<file path="config.mk">
export PLATFORM = sky130hd
export DESIGN_NAME = pipe_stage_skid
export DESIGN_NICKNAME = d
export VERILOG_FILES = /design/src/rtl/pipe_stage_skid.sv
export SDC_FILE = /design/constraint.sdc
export NUM_CORES = 1
export LEC_CHECK = 0
export ABC_CLOCK_PERIOD_IN_PS = 14900
export BUFFER_PORTS_ARGS = -buffer_cell sky130_fd_sc_hd__buf_2
export CAP_MARGIN = 20
export CELL_PAD_IN_SITES_DETAIL_PLACEMENT = 0
export CELL_PAD_IN_SITES_GLOBAL_PLACEMENT = 1
export CORE_MARGIN = 1
export CORE_UTILIZATION = 41
export DETAILED_ROUTE_END_ITERATION = 7
export GPL_TIMING_DRIVEN = 0
export HOLD_SLACK_MARGIN = 0.05
export PLACE_DENSITY = 0.83
export SLEW_MARGIN = 20
export SYNTH_ARGS = -nofsm -noshare
export SYNTH_HDL_FRONTEND = slang
export SYNTH_SLANG_ARGS = --single-unit
</file>
<file path="constraint.sdc">
create_clock -name i_clk -period 14.9 [get_ports i_clk]
set_clock_uncertainty 0.15 [all_clocks]
set_input_delay 0.745 -clock i_clk [delete_from_list [all_inputs] [get_ports i_clk]]
set_output_delay 0.745 -clock i_clk [all_outputs]
set_load 0.1 [all_outputs]
</file>
<file path="src/rtl/pipe_stage_skid.sv">
`timescale 1ns/1ps
// pipe_stage_skid
//   Pipeline-stage register placed at the core's inter-stage boundaries.
//   The entry is split into a data payload and a control payload. The stage
//   speaks valid/ready with a two-entry skid buffer, so the upstream ready is
//   a flop output and a downstream stall never loses an entry. An invalid
//   stage always shows BUBBLE_DATA (a NOP) and all-zero control. A saturating
//   counter records the cycles in which the stage offered a bubble to a ready
//   consumer.
//
// Ports
//   i_clk        clock, rising edge
//   i_rst        asynchronous active-high reset
//   i_flush      synchronous kill of all held entries
//   i_valid      upstream entry valid
//   o_in_ready   stage can accept an entry (registered)
//   i_data       upstream data payload  [DATA_W]
//   i_ctrl       upstream control payload [CTRL_W]
//   o_valid      output entry valid
//   i_out_ready  downstream accepts (0 = stall)
//   o_data       output data payload    [DATA_W]
//   o_ctrl       output control payload [CTRL_W], 0 whenever o_valid = 0
//   i_cnt_clr    synchronous clear of the bubble counter
//   o_bubble_cnt saturating count of bubble cycles [CNT_W]
module pipe_stage_skid #(
    parameter int                DATA_W      = 192,
    parameter int                CTRL_W      = 16,
    parameter logic [DATA_W-1:0] BUBBLE_DATA = {{(DATA_W-32){1'b0}}, 32'h00000013},
    parameter int                CNT_W       = 16
) (
    input  logic              i_clk,
    input  logic              i_rst,
    input  logic              i_flush,
    input  logic              i_valid,
    output logic              o_in_ready,
    input  logic [DATA_W-1:0] i_data,
    input  logic [CTRL_W-1:0] i_ctrl,
    output logic              o_valid,
    input  logic              i_out_ready,
    output logic [DATA_W-1:0] o_data,
    output logic [CTRL_W-1:0] o_ctrl,
    input  logic              i_cnt_clr,
    output logic [CNT_W-1:0]  o_bubble_cnt
);

    typedef enum logic [1:0] {
        ST_EMPTY = 2'd0,   // main invalid
        ST_ONE   = 2'd1,   // main valid, skid empty
        ST_TWO   = 2'd2    // main and skid valid
    } state_t;

    // Count up by one, sticking at the all-ones value instead of wrapping.
    function automatic logic [CNT_W-1:0] sat_inc(input logic [CNT_W-1:0] v);
        if (v == {CNT_W{1'b1}}) begin
            return v;
        end
        return v + {{(CNT_W-1){1'b0}}, 1'b1};
    endfunction

    state_t             state_p0, state_nxt;
    logic [DATA_W-1:0]  main_data_p0, main_data_nxt;
    logic [CTRL_W-1:0]  main_ctrl_p0, main_ctrl_nxt;
    logic [DATA_W-1:0]  skid_data_p0, skid_data_nxt;
    logic [CTRL_W-1:0]  skid_ctrl_p0, skid_ctrl_nxt;
    logic               in_ready_p0, in_ready_nxt;
    logic [CNT_W-1:0]   bubble_cnt_p0, bubble_cnt_nxt;
    logic               vld_p0;
    logic               accept;
    logic               drain;

    assign vld_p0 = (state_p0 != ST_EMPTY);
    // in_ready_p0 is low only in ST_TWO, so accept never fires there.
    assign accept = i_valid & in_ready_p0;
    assign drain  = vld_p0 & i_out_ready;

    // Next-state and storage steering
    always_comb begin
        state_nxt     = state_p0;
        main_data_nxt = main_data_p0;
        main_ctrl_nxt = main_ctrl_p0;
        skid_data_nxt = skid_data_p0;
        skid_ctrl_nxt = skid_ctrl_p0;

        if (i_flush) begin
            // A same-cycle drain has already been taken by the consumer;
            // everything else, including a same-cycle accept, is dropped.
            state_nxt     = ST_EMPTY;
            main_data_nxt = BUBBLE_DATA;
            main_ctrl_nxt = '0;
            skid_data_nxt = BUBBLE_DATA;
            skid_ctrl_nxt = '0;
        end else begin
            case (state_p0)
                ST_EMPTY: begin
                    if (accept) begin
                        state_nxt     = ST_ONE;
                        main_data_nxt = i_data;
                        main_ctrl_nxt = i_ctrl;
                    end else begin
                        main_data_nxt = BUBBLE_DATA;
                        main_ctrl_nxt = '0;
                    end
                end
                ST_ONE: begin
                    if (accept && drain) begin
                        main_data_nxt = i_data;
                        main_ctrl_nxt = i_ctrl;
                    end else if (accept) begin
                        state_nxt     = ST_TWO;
                        skid_data_nxt = i_data;
                        skid_ctrl_nxt = i_ctrl;
                    end else if (drain) begin
                        state_nxt     = ST_EMPTY;
                        main_data_nxt = BUBBLE_DATA;
                        main_ctrl_nxt = '0;
                    end
                end
                ST_TWO: begin
                    // Skid entry is younger, so it moves up behind the drained main.
                    if (drain) begin
                        state_nxt     = ST_ONE;
                        main_data_nxt = skid_data_p0;
                        main_ctrl_nxt = skid_ctrl_p0;
                        skid_data_nxt = BUBBLE_DATA;
                        skid_ctrl_nxt = '0;
                    end
                end
                default: begin
                    state_nxt     = ST_EMPTY;
                    main_data_nxt = BUBBLE_DATA;
                    main_ctrl_nxt = '0;
                    skid_data_nxt = BUBBLE_DATA;
                    skid_ctrl_nxt = '0;
                end
            endcase
        end

        // Ready is decided from the next state so it can be a plain flop.
        in_ready_nxt = (state_nxt != ST_TWO);

        if (i_cnt_clr) begin
            bubble_cnt_nxt = '0;
        end else if (!vld_p0 && i_out_ready) begin
            bubble_cnt_nxt = sat_inc(bubble_cnt_p0);
        end else begin
            bubble_cnt_nxt = bubble_cnt_p0;
        end
    end

    // Stage register
    always_ff @(posedge i_clk or posedge i_rst) begin
        if (i_rst) begin
            state_p0      <= ST_EMPTY;
            main_data_p0  <= BUBBLE_DATA;
            main_ctrl_p0  <= '0;
            skid_data_p0  <= BUBBLE_DATA;
            skid_ctrl_p0  <= '0;
            in_ready_p0   <= 1'b1;
            bubble_cnt_p0 <= '0;
        end else begin
            state_p0      <= state_nxt;
            main_data_p0  <= main_data_nxt;
            main_ctrl_p0  <= main_ctrl_nxt;
            skid_data_p0  <= skid_data_nxt;
            skid_ctrl_p0  <= skid_ctrl_nxt;
            in_ready_p0   <= in_ready_nxt;
            bubble_cnt_p0 <= bubble_cnt_nxt;
        end
    end

    assign o_valid      = vld_p0;
    assign o_in_ready   = in_ready_p0;
    assign o_data       = main_data_p0;
    assign o_ctrl       = main_ctrl_p0;
    assign o_bubble_cnt = bubble_cnt_p0;

endmodule

</file>
==> results of run 1 <==
-- sequential cells by signal, indices dropped and copies added (netlist names) --
name	cells
o_bubble_cnt	16
o_data	192
o_ctrl	16
state_p0	2
skid_ctrl_p0	16
skid_data_p0	192
o_in_ready	1
-- routing by layer --
layer	track usage [%]	wire, um	vias to the layer above	part of all wire [%]
li1	-	-	7697	-
met3	6.71	4360	134	7.5
met5	0	145	-	0.25
met1	32.2	24200	7803	42
met2	39.7	27000	515	47
met4	10.5	2010	24	3.5
-- worst max-delay path: stages, from the launching register on --
cell and delay (ns):
dfrtp_1 0.32, buf_4 0.16, clkbuf_1 0.32, or2_2 0.19, buf_2 0.46
-- logic make-up (layout without fill, tap and decap cells) --
logic type,Yosys count,after routing
AND/OR/NAND/NOR,678,678
AO/OA/AOI/OAI,648,648
flip-flops,435,435
buffers and inverters,172,694
XOR/XNOR,14,14
multiplexers,2,2
adder cells (fa/ha/maj),1,1
other,0,16
-- metrics by stage --
step | setup TNS (ns) | util (%) | hold slack, ns | instance area (um2)
final | 0 | 51.9 | 0.254 | 23000
after global routing | 0 | 51.9 | 0.245 | 22900
after CTS | 0 | 51.8 | 0.221 | 22900
after detailed placement | 0 | 48.5 | 0.318 | 21400
after global placement | -1116.77 | 48.2 | 0.308 | 21300
after floorplan | 0 | - | 0.298 | 18400
-- worst paths after layout --
check                            start                 to  slack, ns  depth (start not counted)
hold / removal             i_data[145]  skid_data_p0[145]       0.25                          3
setup reg to reg           state_p0[0]         o_data[16]      12.31                          7
setup / recovery           state_p0[1]            o_valid      11.97                          4
hold reg to reg            o_data[123]        o_data[123]       0.32                          2
max in group asynchronous        i_rst         o_data[51]      12.76                          5
min in group asynchronous        i_rst   o_bubble_cnt[12]       0.57                          3
-- cells in the mapped netlist --
master     count  area, um2
inv_1          6       22.5
buf_4          2       15.0
o22a_1         1       8.76
nand2_1      619       2320
a22oi_1      205       1540
nor4_1         1       6.26
nand4_1        4       25.0
o21ai_2        1       8.76
and2_1         2       12.5
and3_1         1       6.26
buf_6         17        191
or2_1          1       6.26
or2_2          1       6.26
o21bai_1       1       7.51
nand4b_1       1       8.76
nor2_4         1       11.3
dfrtp_1      428      10700
nor2_1        24       90.1
nor3_1         3       15.0
mux2i_1        2       20.0
xor2_1        14        123
o21a_1         1       7.51
nand2b_1       5       31.3
nand3_1        4       20.0
a21oi_2        1       8.76
nor3b_4        2       37.5
and4_1         3       26.3
clkbuf_1      65        244
ha_1           1       12.5
a21oi_1        9       45.0
dfstp_2        7        184
o21ai_1      279       1400
nor2b_2        1       8.76
o21ai_0      143        716
o2111ai_1      4       35.0
o211ai_1       3       22.5
or3_1          1       6.26
nor2b_1        2       12.5
buf_1         12       45.0
buf_2         55        275
clkbuf_2      15       75.1
nor3_4         1       16.3
nor4b_2        1       15.0
-- power breakdown --
part           internal [uW]  total, uW  switching, uW
combinational            111        539            427
sequential              1240       1270           32.7
clock                    654       1120            468
-- final cells by class --
class,instances,share of cell area (%)
clock buffers,69,6.02
multi-input cells,1343,28.9
well taps,592,3.23
clock inverters,10,0.327
repair buffers,443,10.1
diodes,16,0.174
flip-flops and latches,435,47.5
plain buffers,166,3.68
inverters,6,0.131
-- what timing repair did --
action                    4_1_cts  5_1_grt
buffers inserted                0        0
hold endpoints to repair       31        0
hold buffers                    1        0
==> results.toml, run 1 <==
[drt]
routed_wl_mm = 57.8
wl_per_cell_um = 18.8
dr.pass1.iters = 5
vias = 16200
drt_iter0_markers = 1250
ant_nets = 0
drc = 0
via_per_inst = 5.25

[place]
place_inst = 2984
dp_hpwl_mm = 42.0
gp_congestion = 0.893
preCtsSetupSlack_ns = 11.81
io_buffer_count = 438

[floorplanning]
die_x_um = 214
coreArea_um2 = 44200
ioPinCount = 440
die_y_um = 214
row_count = 77
die-area_um2 = 45700
start_util_pct = 41.6

[setup_path]
critPathArrivalTime_ns = 2.03
cp-start-kind = "flip-flop"
required_ns = 14.01
crit_type = "reg2out"
crit_path_end_kind = "output pin"
cp_max_fo = 10

[pwr]
p_total_uw = 2930
p_leak_uw = 0.0108
ir_drop_mv = 0.0902
power_density_nw_per_um2 = 128

[synthesis]
synth_area_um2 = 18400
syn_inst = 1950
synth_xor_area_share_pct = 0.666
synthMuxAreaShare_pct = 0.109
synth_seq_area_share_pct = 59.2
synth_fa_ha_area_share_pct = 0.0680
syn_area_per_cell_um2 = 9.43
synth_seq_cells = 435
synth_fp_nets = 2165
synth_warnings = 0
synth_top_family_by_area = "compound AO/OA/AOI/OAI gates"
yosys.area_share.simple_pct = 14.6
ys_types = 43
synth_compound_area_share_pct = 20.6

[global_route]
track_usage_pct = 25.0
antenna_found_initial = 25
grt_max_degree = 106
grt_pass1_wl_mm = 88.2
grt_pass1_vias = 15700
grt-ovfl-total = 0

[clock_tree]
worst_skew_pair.late_latency_ns = 0.58
cts_made_buffers = 48
clock_path_buffers = 3
cts_root_buf = "clkbuf_16"
htreeDepth = 2
ctsResizeCount = 0
clkSlewWorstSetupHoldPaths_ns = 0.06
clkSinkCount = 435
cts_tree = "done"

[layout]
layout_common_cells = "nand2_1 (619), buf_2 (493), dfrtp_1 (428)"
layout-drive-gt1-share_pct = 24.9
syn2layout_area_growth_pct = 24.8
ff_latch_area_um2 = 10900
layoutNonFillerInstCount = 3080
fill_cells = 4180
multiInputGateArea_um2 = 6640
nNetsFinal = 2658
layout_commonest_cell = "nand2_1"

[outcome]
status = "finished, final reports clean"

[sta]
worst_pin_slew_ns = 0.666
final_hold_viol_count = 0
rsz0062_at_grt = "false"
max_freq_mhz = 342
maxSlewHeadroom_pct = 55.6
period_minus_slack_ns = 2.93
setup_slack_ns = 11.97
drv_slew = 0
fin_crit_sh_pct = 19.7
setup_violations = 0

[hold_path]
hold_path.class = "in2reg"

[job]
cap_violations = 0
(Power assumes the default switching activity.)
==> run 2: changes to the inputs <==
--- a/config.mk
+++ b/config.mk
@@ -5,13 +5,14 @@
 export SDC_FILE = /design/constraint.sdc
 export NUM_CORES = 1
 export LEC_CHECK = 0
-export ABC_CLOCK_PERIOD_IN_PS = 14900
+export ABC_AREA = 1
+export ABC_CLOCK_PERIOD_IN_PS = 2700
 export BUFFER_PORTS_ARGS = -buffer_cell sky130_fd_sc_hd__buf_2
 export CAP_MARGIN = 20
 export CELL_PAD_IN_SITES_DETAIL_PLACEMENT = 0
 export CELL_PAD_IN_SITES_GLOBAL_PLACEMENT = 1
 export CORE_MARGIN = 1
-export CORE_UTILIZATION = 41
+export CORE_UTILIZATION = 40
 export DETAILED_ROUTE_END_ITERATION = 7
 export GPL_TIMING_DRIVEN = 0
 export HOLD_SLACK_MARGIN = 0.05
==> constraint.sdc (replaced) <==
create_clock -name i_clk -period 2.7 [get_ports i_clk]
set_clock_uncertainty 0.15 [all_clocks]
set_input_delay 0.135 -clock i_clk [delete_from_list [all_inputs] [get_ports i_clk]]
set_output_delay 0.135 -clock i_clk [all_outputs]
set_load 0.1 [all_outputs]
==> run 2 against run 1 <==
Compared with the run above: clock power rose to 6.1 times the previous value; combinational power rose to 6.3 times the previous value; design area increased by 16%; via count increased by 21%; highest routed layer unchanged; worst hold slack got worse by 0.068 ns; global-route usage is 1.4 points higher; synthesized area up 6.7%.
==> results.toml, run 2 <==
[outcome]
status = "finished, final reports clean"

[layout]
multiInputGateArea_um2 = 7450
design_area_um2 = 26700
layout-drive-gt1-share_pct = 19.4
utilization_pct = 55.6
layoutNonFillerInstCount = 3892
layout_commonest_cell = "nand2_1"
ff_latch_area_um2 = 10900
layout_common_cells = "nand2_1 (1,043), buf_2 (518), dfrtp_1 (428)"
nNetsFinal = 3445
fill_cells = 4491
syn2layout_area_growth_pct = 36.0

[pwr]
combPwrFrac_pct = 19.5
pwr-share-seq_pct = 41.0
ir_drop_mv = 0.432
p_leak_uw = 0.0140
power_frac_clock_pct = 39.5
sw_frac_of_total_pct = 31.7
p_total_uw = 17300
power_density_nw_per_um2 = 649
intPower_uw = 11800
p_switching_uw = 5500

[global_route]
antenna_found_initial = 9
grt-ovfl-total = 0
grt_pass1_vias = 19300
grt_pass1_wl_mm = 105
track_usage_pct = 26.4
grt_max_degree = 35

[clock_tree]
htreeDepth = 2
post-cts-setup-buffers = 0
cts_root_buf = "clkbuf_16"
cts_made_buffers = 50
clock_path_buffers = 3
clkSinkCount = 435
worst_skew_pair.late_latency_ns = 0.58
clkSlewWorstSetupHoldPaths_ns = 0.06
cts_tree = "done"

[setup_path]
crit_type = "reg2reg"
crit_path_end_kind = "flip-flop"
cp-start-kind = "flip-flop"
required_ns = 3.06
critPathArrivalTime_ns = 2.90
cp_max_fo = 11

[drt]
top_layer = "met5"
wl_per_cell_um = 17.0
dr.pass1.iters = 7
routed_wl_mm = 66.1
wirelength_met1_mm = 28.9
via_per_inst = 5.02
drt_iter0_markers = 1344
vias = 19500
wl_met2_mm = 31.3
drc = 0
wl_met3_mm = 3.98
ant_nets = 0

[sta]
period_minus_slack_ns = 2.55
rsz0062_at_grt = "false"
fin_hold_ws_ns = 0.185
maxSlewHeadroom_pct = 40.0
final_hold_viol_count = 0
setup_violations = 0
max_freq_mhz = 393
drv_slew = 0
worst_pin_slew_ns = 0.898
fin_crit_sh_pct = 94.3

[synthesis]
post-synth-top-count-cell = "nand2_1"
synth_seq_cells = 435
synth_compound_area_share_pct = 9.10
ys_types = 24
synth_fa_ha_area_share_pct = 0.0637
synth_edf_count = 0
synth_common_cells = "nand2_1 (1,043), dfrtp_1 (428), o21ai_0 (254)"
synth_warnings = 0
synthArstFlopShare_pct = 100
synthMuxAreaShare_pct = 0
yosysTopAreaCell = "dfrtp_1"
ys.flop_type = "dfrtp_1"
synth_top_family_by_area = "simple AND/OR/NAND/NOR gates"
synth_area_um2 = 19600
synth_seq_area_share_pct = 55.5
syn_inst = 2513
synth_area_leaders = "dfrtp_1 (55%), nand2_1 (20%), o21ai_0 (6.5%), nand3_1 (5.7%), inv_1 (2.8%)"
syn_area_per_cell_um2 = 7.81
synth_xor_area_share_pct = 0.223
synth_fp_nets = 2728
synth_top_area_share_pct = 54.5
yosys.area_share.simple_pct = 28.5

[floorplanning]
die_x_um = 224
die_y_um = 224
ioPinCount = 440
start_util_pct = 40.9
row_count = 80
coreArea_um2 = 48000
die-area_um2 = 50000

[place]
gp_congestion = 0.850
place_inst = 3581
place_area_um2 = 22900
io_buffer_count = 439
dp_hpwl_mm = 46.9

[hold_path]
hold_path.class = "in2reg"

[job]
cap_violations = 0
==> run 2: changes by cell type after synthesis, sizes merged, moves of 4 or more <==
cell / change
inv: +140
nand2b: -5
o21ai: -165
o2111ai: -4
nand4: +9
a211oi: +5
a22oi: -205
nand2: +424
a21oi: +77
nor2: +96
xor2: -9
nand3: +220
==> run 2: final timing paths <==
path                              from  cells after the start  slack, ns          endpoint
setup / recovery           state_p0[1]                     10       0.15        o_data[94]
hold / removal                 i_flush                      5       0.19   skid_ctrl_p0[3]
setup reg to reg           state_p0[1]                     10       0.15        o_data[94]
hold reg to reg            o_data[113]                      2       0.32       o_data[113]
max in group asynchronous        i_rst                      8       0.55        o_data[19]
min in group asynchronous        i_rst                      4       0.61  o_bubble_cnt[13]
==> run 2: routing by layer <==
layer	track usage, %	up-vias
li1	-	9385
met5	0	-
met4	8.13	4
met2	43.2	597
met1	35.4	9419
met3	5.22	116
==> run 2: what timing repair did <==
action                     in CTS  in global routing
hold endpoints to repair      534                  0
hold buffers                  213                  0
setup endpoints to repair       5                 16
cloned                          0                  0
resized for setup               1                  6
==> run 2: power groups by stage <==
stage               logic, uW  registers [uW]  clock network (uW)
finish                   3380            7120                6850
global route             3630            7160                7230
CTS                      3390            7120                6970
detailed placement       3120            7230                   0
global placement         3030            7230                   0
floorplan                1000            8420                   0
==> run 2: cell type report <==
cell class                 instances  share of cell area, %
multi-input combinational       1763                   27.9
buffer                           168                   2.81
inverter                         146                   2.07
timing repair buffer             666                   17.3
sequential                       435                   40.8
tap                              615                   2.88
clock inverter                    15                  0.586
clock buffer                      75                   5.60
antenna                            9                 0.0843
==> run 2: critical path, cell delays in order, from the launching register on <==
cell and delay (ns):
dfrtp_1 0.47, inv_2 0.17, nor2_4 0.08, nand2_1 0.09, o21ai_1 0.06, buf_4 0.21, nor2_4 0.40, buf_4 0.35
buf_2 0.29, nand2_1 0.11, nand2_1 0.07
==> run 2: stage by stage <==
step           TNS (ns)  worst slack, ns
2_1_floorplan  -1491.38            -3.45
5_1_grt               0          0.00928
6_report              0            0.155
3_3_place_gp   -2596.33            -6.05
4_1_cts               0           0.0981
3_5_place_dp          0           0.0158
==> run 2: cell families after synthesis <==
group,count (synthesis)
and+or+nand+nor,1404
DFF,435
AOI/OAI and AO/OA,353
buffers and inverters,315
xor gates and xnor gates,5
adders and majority gates,1
==> run 3: changes to the inputs <==
==> constraint.sdc (replaced) <==
create_clock -name i_clk -period 2.7 [get_ports i_clk]
set_clock_uncertainty 0.15 [all_clocks]
set_input_delay 0.27 -clock i_clk [delete_from_list [all_inputs] [get_ports i_clk]]
set_output_delay 0.27 -clock i_clk [all_outputs]
set_load 0.1 [all_outputs]
==> run 3 against run 2 <==
Compared with the run above: flip-flop and latch count is the same; first-iteration DRC count grew 0.67%; sequential share of layout area hardly changed; cell count about the same; highest routed layer unchanged; largest power group unchanged; maximum frequency fell by 0.48%; routed wire length is essentially flat; non-clock buffer count decreased by 1; clock power about the same; global-route usage barely moved.
==> results.toml, run 3 (synthesis gave the netlist of run 2 again) <==
[drt]
wl_met3_mm = 4.09
wirelength_met1_mm = 28.9
via_per_inst = 5.03
routed_wl_mm = 66.1
top_layer = "met5"
ant_nets = 0
wl_met2_mm = 31.2
drc = 0
wl_per_cell_um = 17.0
drt_iter0_markers = 1353
dr.pass1.iters = 5
vias = 19600

[floorplanning]
ioPinCount = 440
die-area_um2 = 50000
start_util_pct = 40.9
die_x_um = 224
row_count = 80
die_y_um = 224
coreArea_um2 = 48000

[sta]
worst_pin_slew_ns = 0.918
finalSetupTns_ns = 0
setup_violations = 0
max_freq_mhz = 391
final_hold_viol_count = 0
maxSlewHeadroom_pct = 38.7
period_minus_slack_ns = 2.56
fin_hold_ws_ns = 0.162
rsz0062_at_grt = "false"
drv_slew = 0
fin_crit_sh_pct = 94.7

[pwr]
ir_drop_mv = 0.432
power_density_nw_per_um2 = 650
p_leak_uw = 0.0140

[layout]
layoutNonFillerInstCount = 3890
syn2layout_area_growth_pct = 35.9
layout-drive-gt1-share_pct = 19.4
nNetsFinal = 3444
design_area_um2 = 26700
layout_common_cells = "nand2_1 (1,043), buf_2 (518), dfrtp_1 (428)"
layout_commonest_cell = "nand2_1"

[setup_path]
cp-start-kind = "flip-flop"
crit_path_end_kind = "flip-flop"
cpPeakStageDelay_ns = 0.47
required_ns = 3.06
cp_max_fo = 10
critPathArrivalTime_ns = 2.91
crit_path_cell_trace = "inv_2 > nor2_4 > nand2_1 > o21ai_1 > buf_4 > nor2_4 > buf_4 > buf_2 > nand2_1 > nand2_1"
slowest_stage = "dfrtp_1"
r2r_slack_ns = 0.14
cp.buffers_inverters = 4
crit_family = "buffers and inverters"
crit_top_cell = "nand2_1"
crit_type = "reg2reg"

[clock_tree]
cts_made_buffers = 50
worst_skew_pair.late_latency_ns = 0.58
clock_path_buffers = 3
clkSlewWorstSetupHoldPaths_ns = 0.06
cts_tree = "done"
htreeDepth = 2
cts_root_buf = "clkbuf_16"
post-cts-setup-buffers = 0
clkSinkCount = 435

[global_route]
track_usage_pct = 26.4
grt_pass1_wl_mm = 105
grt_max_degree = 35
grt-ovfl-total = 0
grt_pass1_vias = 19300
antenna_found_initial = 9

[place]
gp_congestion = 0.850
place_area_um2 = 22900
io_buffer_count = 439
dp_hpwl_mm = 46.9
place_inst = 3581

[hold_path]
hold_path.class = "in2async"

[job]
cap_violations = 0

[outcome]
status = "finished, final reports clean"
run 3: changes by cell type in the layout (fill, tap and decap cells not counted), sizes merged:
cell / before / now
dlygate4sd3: 213 / 212
diode: 9 / 8
run 3: path summary, 6_finish.rpt:
check / start / to / cells past startpoint
setup / recovery: state_p0[1] / o_data[94] / 10
hold / removal: i_rst / o_bubble_cnt[8] / 3
setup reg to reg: state_p0[1] / o_data[94] / 10
hold reg to reg: o_data[113] / o_data[113] / 2
max in group asynchronous: i_rst / o_data[19] / 7
min in group i_clk: i_flush / skid_ctrl_p0[3] / 5
run 3: routing by layer:
layer  global-route usage [%]  vias to the layer above
met5                        0                        -
met4                     8.13                        4
met3                     5.22                      118
met2                     43.1                      615
met1                     35.4                     9445
li1                         -                     9381
run 3: through the flow:
| stage | total power [uW] | util (%) | worst slack, ns |
|---|---|---|---|
| final | 17300 | 55.6 | 0.143 |
| after global routing | 18000 | 55.6 | 0.00928 |
| after CTS | 17500 | 55.5 | 0.0981 |
| after detailed placement | 10300 | 47.7 | -0.102 |
| after global placement | 10300 | 47.1 | -6.18 |
| after floorplan | 9420 | - | -3.59 |
run 3: what timing repair did:
action                                  4_1_cts  5_1_grt
resized for setup                             1        6
gates cloned                                  0        0
hold endpoints to repair                    527        0
hold buffers                                212        0
endpoints found under the setup margin        5       16
run 3: report_power, final:
part | leakage (uW) | switching, uW | internal [uW] | total (uW)
clock network | 0.000821 | 2750 | 4100 | 6840
registers | 0.00581 | 200 | 6920 | 7120
logic | 0.00737 | 2550 | 827 | 3380
total | 0.0140 | 5500 | 11800 | 17300
run 3: final cells by class:
class | instances | area, um2
tap | 615 | 769
timing repair buffer | 665 | 4610
fill | 4493 | 21400
multi-input combinational | 1763 | 7450
buffer | 168 | 749
sequential | 435 | 10900
clock buffer | 75 | 1500
inverter | 146 | 552
antenna | 8 | 20.0
clock inverter | 15 | 156
run 3: worst min-delay path: stages:
cell           delay [ns]
dlygate4sd3_1        0.53
buf_2                0.13
clkinvlp_4           0.39
